<file path="src/rtl/muldiv_alu.sv">
// rtl/muldiv_alu.sv - integer ALU with optional iterative multiply/divide group (macro MULDIV_EN)
module muldiv_alu #(
   parameter int XLEN = 32
) (
   input  logic            clk,
   input  logic            rst_n,
   input  logic            in_valid,
   output logic            in_ready,
   input  logic [XLEN-1:0] a,
   input  logic [XLEN-1:0] b,
   input  logic [2:0]      funct3,
   input  logic [6:0]      funct7,
   output logic            out_valid,
   input  logic            out_ready,
   output logic [XLEN-1:0] result,
   output logic            busy
);
   localparam int SHW = $clog2(XLEN);

   typedef enum logic [1:0] {IDLE, CALC, DONE} state_t;
   state_t state, state_nxt;

   logic            accept;
   logic            accept_long;
   logic [XLEN-1:0] accept_res;
   logic [XLEN-1:0] base_res;
   logic [XLEN-1:0] sra_res;
   logic [SHW-1:0]  shamt;
   logic [XLEN-1:0] result_q;

   assign shamt   = b[SHW-1:0];
   assign sra_res = $signed(a) >>> shamt;
   assign accept  = in_valid & in_ready;
   assign result  = result_q;

   // single-cycle base operations, evaluated on the live operands at accept
   always_comb begin
      base_res = '0;
      case (funct3)
         3'b000:  base_res = funct7[5] ? (a - b) : (a + b);
         3'b001:  base_res = a << shamt;
         3'b010:  base_res = {{(XLEN-1){1'b0}}, ($signed(a) < $signed(b))};
         3'b011:  base_res = {{(XLEN-1){1'b0}}, (a < b)};
         3'b100:  base_res = a ^ b;
         3'b101:  base_res = funct7[5] ? sra_res : (a >> shamt);
         3'b110:  base_res = a | b;
         default: base_res = a & b;
      endcase
   end

`ifdef MULDIV_EN
   logic              is_m;
   logic              is_div;
   logic              sgn_a;
   logic              sgn_b;
   logic              a_neg;
   logic              b_neg;
   logic              div_zero;
   logic              div_ovf;
   logic [XLEN-1:0]   abs_a;
   logic [XLEN-1:0]   abs_b;
   logic [XLEN-1:0]   m_fast_res;
   logic [SHW-1:0]    cnt;
   logic [XLEN-1:0]   acc_hi;
   logic [XLEN-1:0]   acc_lo;
   logic [XLEN-1:0]   opnd;
   logic [2:0]        op_q;
   logic              neg_q;
   logic              neg_r;
   logic [XLEN:0]     mul_sum;
   logic [XLEN:0]     div_shift;
   logic [XLEN:0]     div_diff;
   logic [XLEN-1:0]   step_hi;
   logic [XLEN-1:0]   step_lo;
   logic [2*XLEN-1:0] prod;
   logic [2*XLEN-1:0] prod_fix;
   logic [XLEN-1:0]   quo;
   logic [XLEN-1:0]   rem;
   logic [XLEN-1:0]   m_final;
   logic              last_iter;

   assign is_m   = (funct7 == 7'b0000001);
   assign is_div = funct3[2];

   // multiplies sign a except MULHU and sign b only for MUL/MULH; DIV/REM sign both
   assign sgn_a = is_div ? !funct3[0] : (funct3[1:0] != 2'b11);
   assign sgn_b = is_div ? !funct3[0] : !funct3[1];
   assign a_neg = sgn_a & a[XLEN-1];
   assign b_neg = sgn_b & b[XLEN-1];
   assign abs_a = a_neg ? -a : a;
   assign abs_b = b_neg ? -b : b;

   // the two divide corner cases finish immediately without iterating
   assign div_zero   = is_div && (b == '0);
   assign div_ovf    = is_div && !funct3[0] && (a == {1'b1, {(XLEN-1){1'b0}}}) && (b == '1);
   assign m_fast_res = div_zero ? (funct3[1] ? a : '1) : (funct3[1] ? '0 : a);

   assign accept_long = is_m && !div_zero && !div_ovf;
   assign accept_res  = is_m ? m_fast_res : base_res;

   // one shift-add step (acc_lo holds the multiplier) or one restoring-divide step
   // (acc_lo holds the dividend shifting out / quotient shifting in, acc_hi the remainder)
   assign mul_sum   = {1'b0, acc_hi} + (acc_lo[0] ? {1'b0, opnd} : '0);
   assign div_shift = {acc_hi, acc_lo[XLEN-1]};
   assign div_diff  = div_shift - {1'b0, opnd};

   // select the step result for the operation in flight
   always_comb begin
      step_hi = mul_sum[XLEN:1];
      step_lo = {mul_sum[0], acc_lo[XLEN-1:1]};
      if (op_q[2]) begin
         if (!div_diff[XLEN]) begin
            step_hi = div_diff[XLEN-1:0];
            step_lo = {acc_lo[XLEN-2:0], 1'b1};
         end else begin
            step_hi = div_shift[XLEN-1:0];
            step_lo = {acc_lo[XLEN-2:0], 1'b0};
         end
      end
   end

   // magnitudes were iterated; restore signs on the final step's value
   assign prod     = {step_hi, step_lo};
   assign prod_fix = neg_q ? -prod : prod;
   assign quo      = neg_q ? -step_lo : step_lo;
   assign rem      = neg_r ? -step_hi : step_hi;
   assign m_final  = op_q[2] ? (op_q[1] ? rem : quo)
                             : ((op_q[1:0] == 2'b00) ? prod_fix[XLEN-1:0] : prod_fix[2*XLEN-1:XLEN]);

   assign last_iter = (state == CALC) && (cnt == SHW'(XLEN-1));

   // iteration state: loaded on an iterative accept, stepped every CALC cycle
   always_ff @(posedge clk) begin
      if (!rst_n) begin
         cnt    <= '0;
         acc_hi <= '0;
         acc_lo <= '0;
         opnd   <= '0;
         op_q   <= '0;
         neg_q  <= 1'b0;
         neg_r  <= 1'b0;
      end else if (accept && accept_long) begin
         cnt    <= '0;
         acc_hi <= '0;
         op_q   <= funct3;
         neg_q  <= a_neg ^ b_neg;
         if (is_div) begin
            acc_lo <= abs_a;
            opnd   <= abs_b;
            neg_r  <= a_neg;
         end else begin
            acc_lo <= abs_b;
            opnd   <= abs_a;
            neg_r  <= 1'b0;
         end
      end else if (state == CALC) begin
         cnt    <= cnt + 1'b1;
         acc_hi <= step_hi;
         acc_lo <= step_lo;
      end
   end
`else
   logic unused_funct7;

   assign unused_funct7 = ^{funct7[6], funct7[4:0]};
   assign accept_long   = 1'b0;
   assign accept_res    = base_res;
`endif

   // state register
   always_ff @(posedge clk) begin
      if (!rst_n) state <= IDLE;
      else        state <= state_nxt;
   end

   // next state and handshake outputs
   always_comb begin
      state_nxt = state;
      in_ready  = 1'b0;
      out_valid = 1'b0;
      busy      = 1'b0;
      case (state)
         IDLE: begin
            in_ready = 1'b1;
            if (in_valid) state_nxt = accept_long ? CALC : DONE;
         end
`ifdef MULDIV_EN
         CALC: begin
            busy = 1'b1;
            if (last_iter) state_nxt = DONE;
         end
`endif
         DONE: begin
            out_valid = 1'b1;
            in_ready  = out_ready;
            if (out_ready) state_nxt = in_valid ? (accept_long ? CALC : DONE) : IDLE;
         end
         default: state_nxt = IDLE;
      endcase
   end

   // result register: loaded on a single-cycle accept or after the last iteration
   always_ff @(posedge clk) begin
      if (!rst_n) begin
         result_q <= '0;
      end else if (accept && !accept_long) begin
         result_q <= accept_res;
`ifdef MULDIV_EN
      end else if (last_iter) begin
         result_q <= m_final;
`endif
      end
   end
endmodule

</file>
<file path="config.mk">
export PLATFORM = sky130hd
export DESIGN_NAME = muldiv_alu
export DESIGN_NICKNAME = d
export VERILOG_FILES = /design/src/rtl/muldiv_alu.sv
export SDC_FILE = /design/constraint.sdc
export NUM_CORES = 1
export LEC_CHECK = 0
export CAP_MARGIN = 25
export CORE_MARGIN = 5
export CORE_UTILIZATION = 25
export DETAILED_ROUTE_END_ITERATION = 6
export SLEW_MARGIN = 15
export SYNTH_ARGS = -nofsm -noshare
export SYNTH_HDL_FRONTEND = slang
export SYNTH_SLANG_ARGS = --single-unit
</file>
<file path="constraint.sdc">
create_clock -name clk -period 12.3 [get_ports clk]
set_input_delay 2.46 -clock clk [delete_from_list [all_inputs] [get_ports clk]]
set_output_delay 2.46 -clock clk [all_outputs]
set_load 0.01 [all_outputs]
</file>
# After elaboration in Yosys (flattened, before gate mapping)
# Cells that the tools add are included.
[totals]
reg_bits = 34
input_bits = 78
elab_cells = 34
[op_classes]
add_sub_neg = 2
n_lt_le_gt_ge = 2
n_eq_ne = 9
n_shift = 3
muxes = 9
n_bitwise = 4
n_reduce_logical = 3
[op_table]
columns = ["operator", "n"]
rows = [
  ["$pmux W32 S7", 1],
  ["$lt A32 B32 Y1", 2],
  ["$mux W32", 2],
  ["$add A32 B32 Y32", 1],
  ["$and A32 B32 Y32", 1],
  ["$or A32 B32 Y32", 1],
  ["$shl A32 B5 Y32", 1],
  ["$shr A32 B5 Y32", 1],
  ["$sshr A32 B5 Y32", 1],
  ["$sub A32 B32 Y32", 1],
  ["$xor A32 B32 Y32", 1],
  ["$eq A3 B3 Y1 const B", 3],
  ["$eq A3 B2 Y1 const B", 2],
  ["$mux W2", 3],
  ["$ne A2 B2 Y1 const B", 2],
  ["$pmux W2 S2", 1],
  ["$eq A3 B1 Y1 const B", 1],
  ["$logic_not A3 Y1", 1],
  ["$eq A2 B2 Y1 const B", 1],
  ["$logic_not A2 Y1", 1],
  ["$pmux W1 S2", 1],
  ["$reduce_and A2 Y1", 1],
  ["$and A1 B1 Y1", 1],
  ["$mux W1", 1],
]

# Longest topological paths before layout
[depth]
word_depth = 3
mapped_depth = 16
ltp_nobuf = 13

# Worst setup path after synthesis
# No wires, ideal clock.
[synth_timing]
kind = "input to register"
from = "input port b[3]"
to = "register result_q[25], in the netlist result[25]"
t_arrival_ps = 5644
required_time_ps = 12177
slack_ps = 6533
cell_stages = 16
n_path_buf = 4
cell_sequence = "clkbuf_1 > inv_1 > clkbuf_1 > buf_1 > clkbuf_1 > ha_1 > inv_1 > o311a_1 > nor3_1 > o21bai_1 > o21ba_2 > o211ai_2 > o311a_1 > or3_1 > a31oi_1 > o31ai_1"
[synth_via]
elab_chain_cells = 3
elab_cells_between_ends = 8
classes_between = "add/sub (2); shift (3); mux (3)"
[synth_lines]
columns = ["item", "line_no", "text"]
rows = [
  ["start, declared", "10", "input logic [XLEN-1:0] b,"],
  ["$add A32 B32 Y32 (tied with other cells)", "40", "3'b000: base_res = funct7[5] ? (a - b) : (a + b);"],
  ["$mux W32 (on tied branches)", "40, 45", ""],
  ["$pmux W32 S7 *", "39", "case (funct3)"],
  ["end signal, assigned", "207", "result_q <= accept_res;"],
  ["end, declared", "29", "logic [XLEN-1:0] result_q;"],
]
# Mark *: on every way between the ends. The rest lies on a longest branch, timed or not.
# A chain may end at the register's enable or synchronous reset.

# Worst setup path after layout
[layout_timing]
from = "input port b[4]"
to = "register result_q[30], in the netlist result[30]"
# Same word-level chain as after synthesis.

==> metrics.yaml <==
outcome: "finished, final reports clean"
startpoint_type: "input port"
grt_pass1_wl_mm: 73.2
synthCells: 1416
avgSynthCellArea_um2: 7.05
post-cts-setup-buffers: 0
htreeDepth: 2
drv_slew: 0
ys_types: 84
synth_top_family_by_area: "compound AO/OA/AOI/OAI gates"
period_share_pct: 52.0
leakage_uw: 0.00452
dieArea_um2: 44000
synth_top_area_share_pct: 12.9
powerDensity_nw_per_um2: 67.5
critical_path.endpoint_type: "register"
finalNonFillerCells: 1965
critPathArrivalTime_ns: 6.63
finalClockSkew_ns: 0.00633
grt_antenna_before_repair: 0
wl_per_cell_um: 25.1
hpwl_mm: 37.6
core_area_um2: 39600
irDropWorstVdd_v: 0.0000453
grt_setup_unrepaired: "false"
drt_iter0_drc: 1722
clk_latency_ns: 0.30
dp.cells: 1957
hp-class: "register to register"
grt_pass1_vias: 11165
rrSetupSlack_ns: 9.66
io_buffers: 105
placed_area_um2: 11400
worstPathMaxFanout: 41
grt_max_degree: 69
yosys.area_share.xor_xnor_pct: 2.19
ys_ff_latch: 33
cts_resized: 0
yosys.area_share.simple_pct: 18.7
ys.flop_type: "dfxtp_1"
stdcell_area_um2: 11500
slew_headroom_pct: 29.0
cts_hold_buf: 0
worstMarginPinSlew_ns: 1.06
route.vias.total: 11696
crit_type: "input port to register"
yosysTopAreaCell: "ha_1"
ys_warn_count: 0
path_clk_slew_ns: 0.06
min_period_ns: 6.40
yosysSeqAreaShare_pct: 6.62
gp_congestion: 0.996
grt.overflow.total: 0
clk_path_buf_depth: 2
setup_violations: 0
cts_root_buf: "clkbuf_16"
drc: 0
finalSetupTns_ns: 0
synth.most_common_cell: "a21oi_1"
die_y_um: 210
viasPerCell: 5.95
grt_use_total_pct: 21.4
syn_area_um2: 9980
async_flop_share_pct: 0
area_growth_pct: 15.6
hold_viol: 0
synthTopCellsByCount: "a21oi_1 (175), nor2_1 (168), o21ai_0 (113)"
drive_above_1_share_pct: 7.99
synth_edf_count: 0
first_pass_iters: 6
start_util_pct: 25.2
drt-total-wl_mm: 49.2
antenna_cells: 0
crit_required_ns: 12.53
cts_buffers: 5
timing.fmax_mhz: 156
synth_compound_area_share_pct: 34.0
muxShareOfSynthArea_pct: 16.4
cap_violations: 0
row_count: 73
fin_nets: 1622
die_width_um: 210
synth_adder_area_share_pct: 13.3
cts_tree: "yes"
syn-num-nets: 1599
numClockSinks: 33
drtAntennaViolNets: 0
synth_area_leaders: "ha_1 (13%), mux4_2 (11%), a21oi_1 (8.8%), dfxtp_1 (6.6%), nor2_1 (6.3%)"
io_pins: 113
## per-layer routing
layer	vias up	global-route usage, %	share of wire (%)
li1	5304	-	-
met1	5635	30.0	44
met2	675	34.0	45
met3	82	3.30	8.3
met4	0	6.44	3.3
met5	-	0	0
## stage by stage
stage | hold WS [ns] | utilization (%) | setup WS [ns] | total power (uW)
final | 0.456 | 29.1 | 5.90 | 778
after global routing | 0.489 | 29.1 | 5.64 | 823
after CTS | 0.457 | 29.1 | 6.05 | 772
after detailed placement | 0.449 | 28.7 | 5.73 | 624
after global placement | 0.444 | 28.7 | 5.69 | 622
after floorplan | 0.475 | - | 6.53 | 442
## final timing paths
check | startpoint | endpoint | cells past startpoint
max | b[4] | result[30] | 14
min | result[12] | result[12] | 2
max reg2reg | state[1] | result[20] | 8
min reg2reg | result[12] | result[12] | 2
## final cells by class
class / instances / area, um^2
Fill cell: 4433 / 28100
Tap cell: 525 / 657
Sequential cell: 33 / 661
Inverter: 99 / 372
Multi-Input combinational cell: 1170 / 8470
Clock buffer: 7 / 153
Timing Repair Buffer: 130 / 1220
Clock inverter: 1 / 5.00
## report_power, final
group	total [uW]	internal (uW)	switching [uW]	leakage, uW
Sequential	121	116	5.55	0.000272
Combinational	515	192	323	0.00417
Clock	142	86.0	56.3	0.0000799
## state kept, by name (all words and copies together), names as in the netlist
register,cells
result,32
state,1
## placed cells by master, fill, tap and decap left out, drive strengths merged, types with 7 or more instances in the layout
| cell type | netlist | routed |
|---|---|---|
| or2 | 7 | 7 |
| a21boi | 13 | 13 |
| clkdlybuf4s50 | 0 | 100 |
| nor2b | 13 | 13 |
| o22ai | 9 | 9 |
| and2 | 9 | 9 |
| o211ai | 18 | 18 |
| o31ai | 12 | 12 |
| a211oi | 20 | 20 |
| nor2 | 168 | 168 |
| inv | 98 | 98 |
| nand2b | 15 | 15 |
| o21bai | 10 | 10 |
| a21oi | 175 | 175 |
| a21o | 12 | 12 |
| xnor2 | 19 | 19 |
| clkbuf | 68 | 7 |
| nor4 | 9 | 9 |
| buf | 46 | 30 |
| or3 | 13 | 13 |
| mux2i | 52 | 52 |
| o21ai | 119 | 119 |
| mux4 | 49 | 49 |
| a211o | 8 | 8 |
| a22oi | 7 | 7 |
| nand3 | 26 | 26 |
| ha | 103 | 103 |
| a31oi | 21 | 21 |
| a221oi | 14 | 14 |
| nand2 | 91 | 91 |
| and3 | 8 | 8 |
| o221ai | 25 | 25 |
| dfxtp | 33 | 33 |
| o2111ai | 7 | 7 |
| nor3 | 38 | 38 |
## critical path, cell delays in order
cell             delay [ns]
clkdlybuf4s50_1        0.45
buf_4                  0.44
inv_1                  0.49
ha_1                   0.49
o21ai_0                0.10
a21oi_1                0.11
a21oi_1                0.36
nand2_1                0.13
a31oi_1                0.37
a211oi_1               0.23
o41ai_1                0.58
xnor2_1                0.17
nand2_1                0.06
a21oi_1                0.15
## cells by family after synthesis
| kind of cell | after synthesis |
|---|---|
| compound gates | 526 |
| xor+xnor | 25 |
| fa+ha+maj | 105 |
| buf+inv | 213 |
| flops | 33 |
| mux | 102 |
| other cells | 1 |
| simple gates | 411 |
Note: power is estimated with default switching activity, not from simulation.
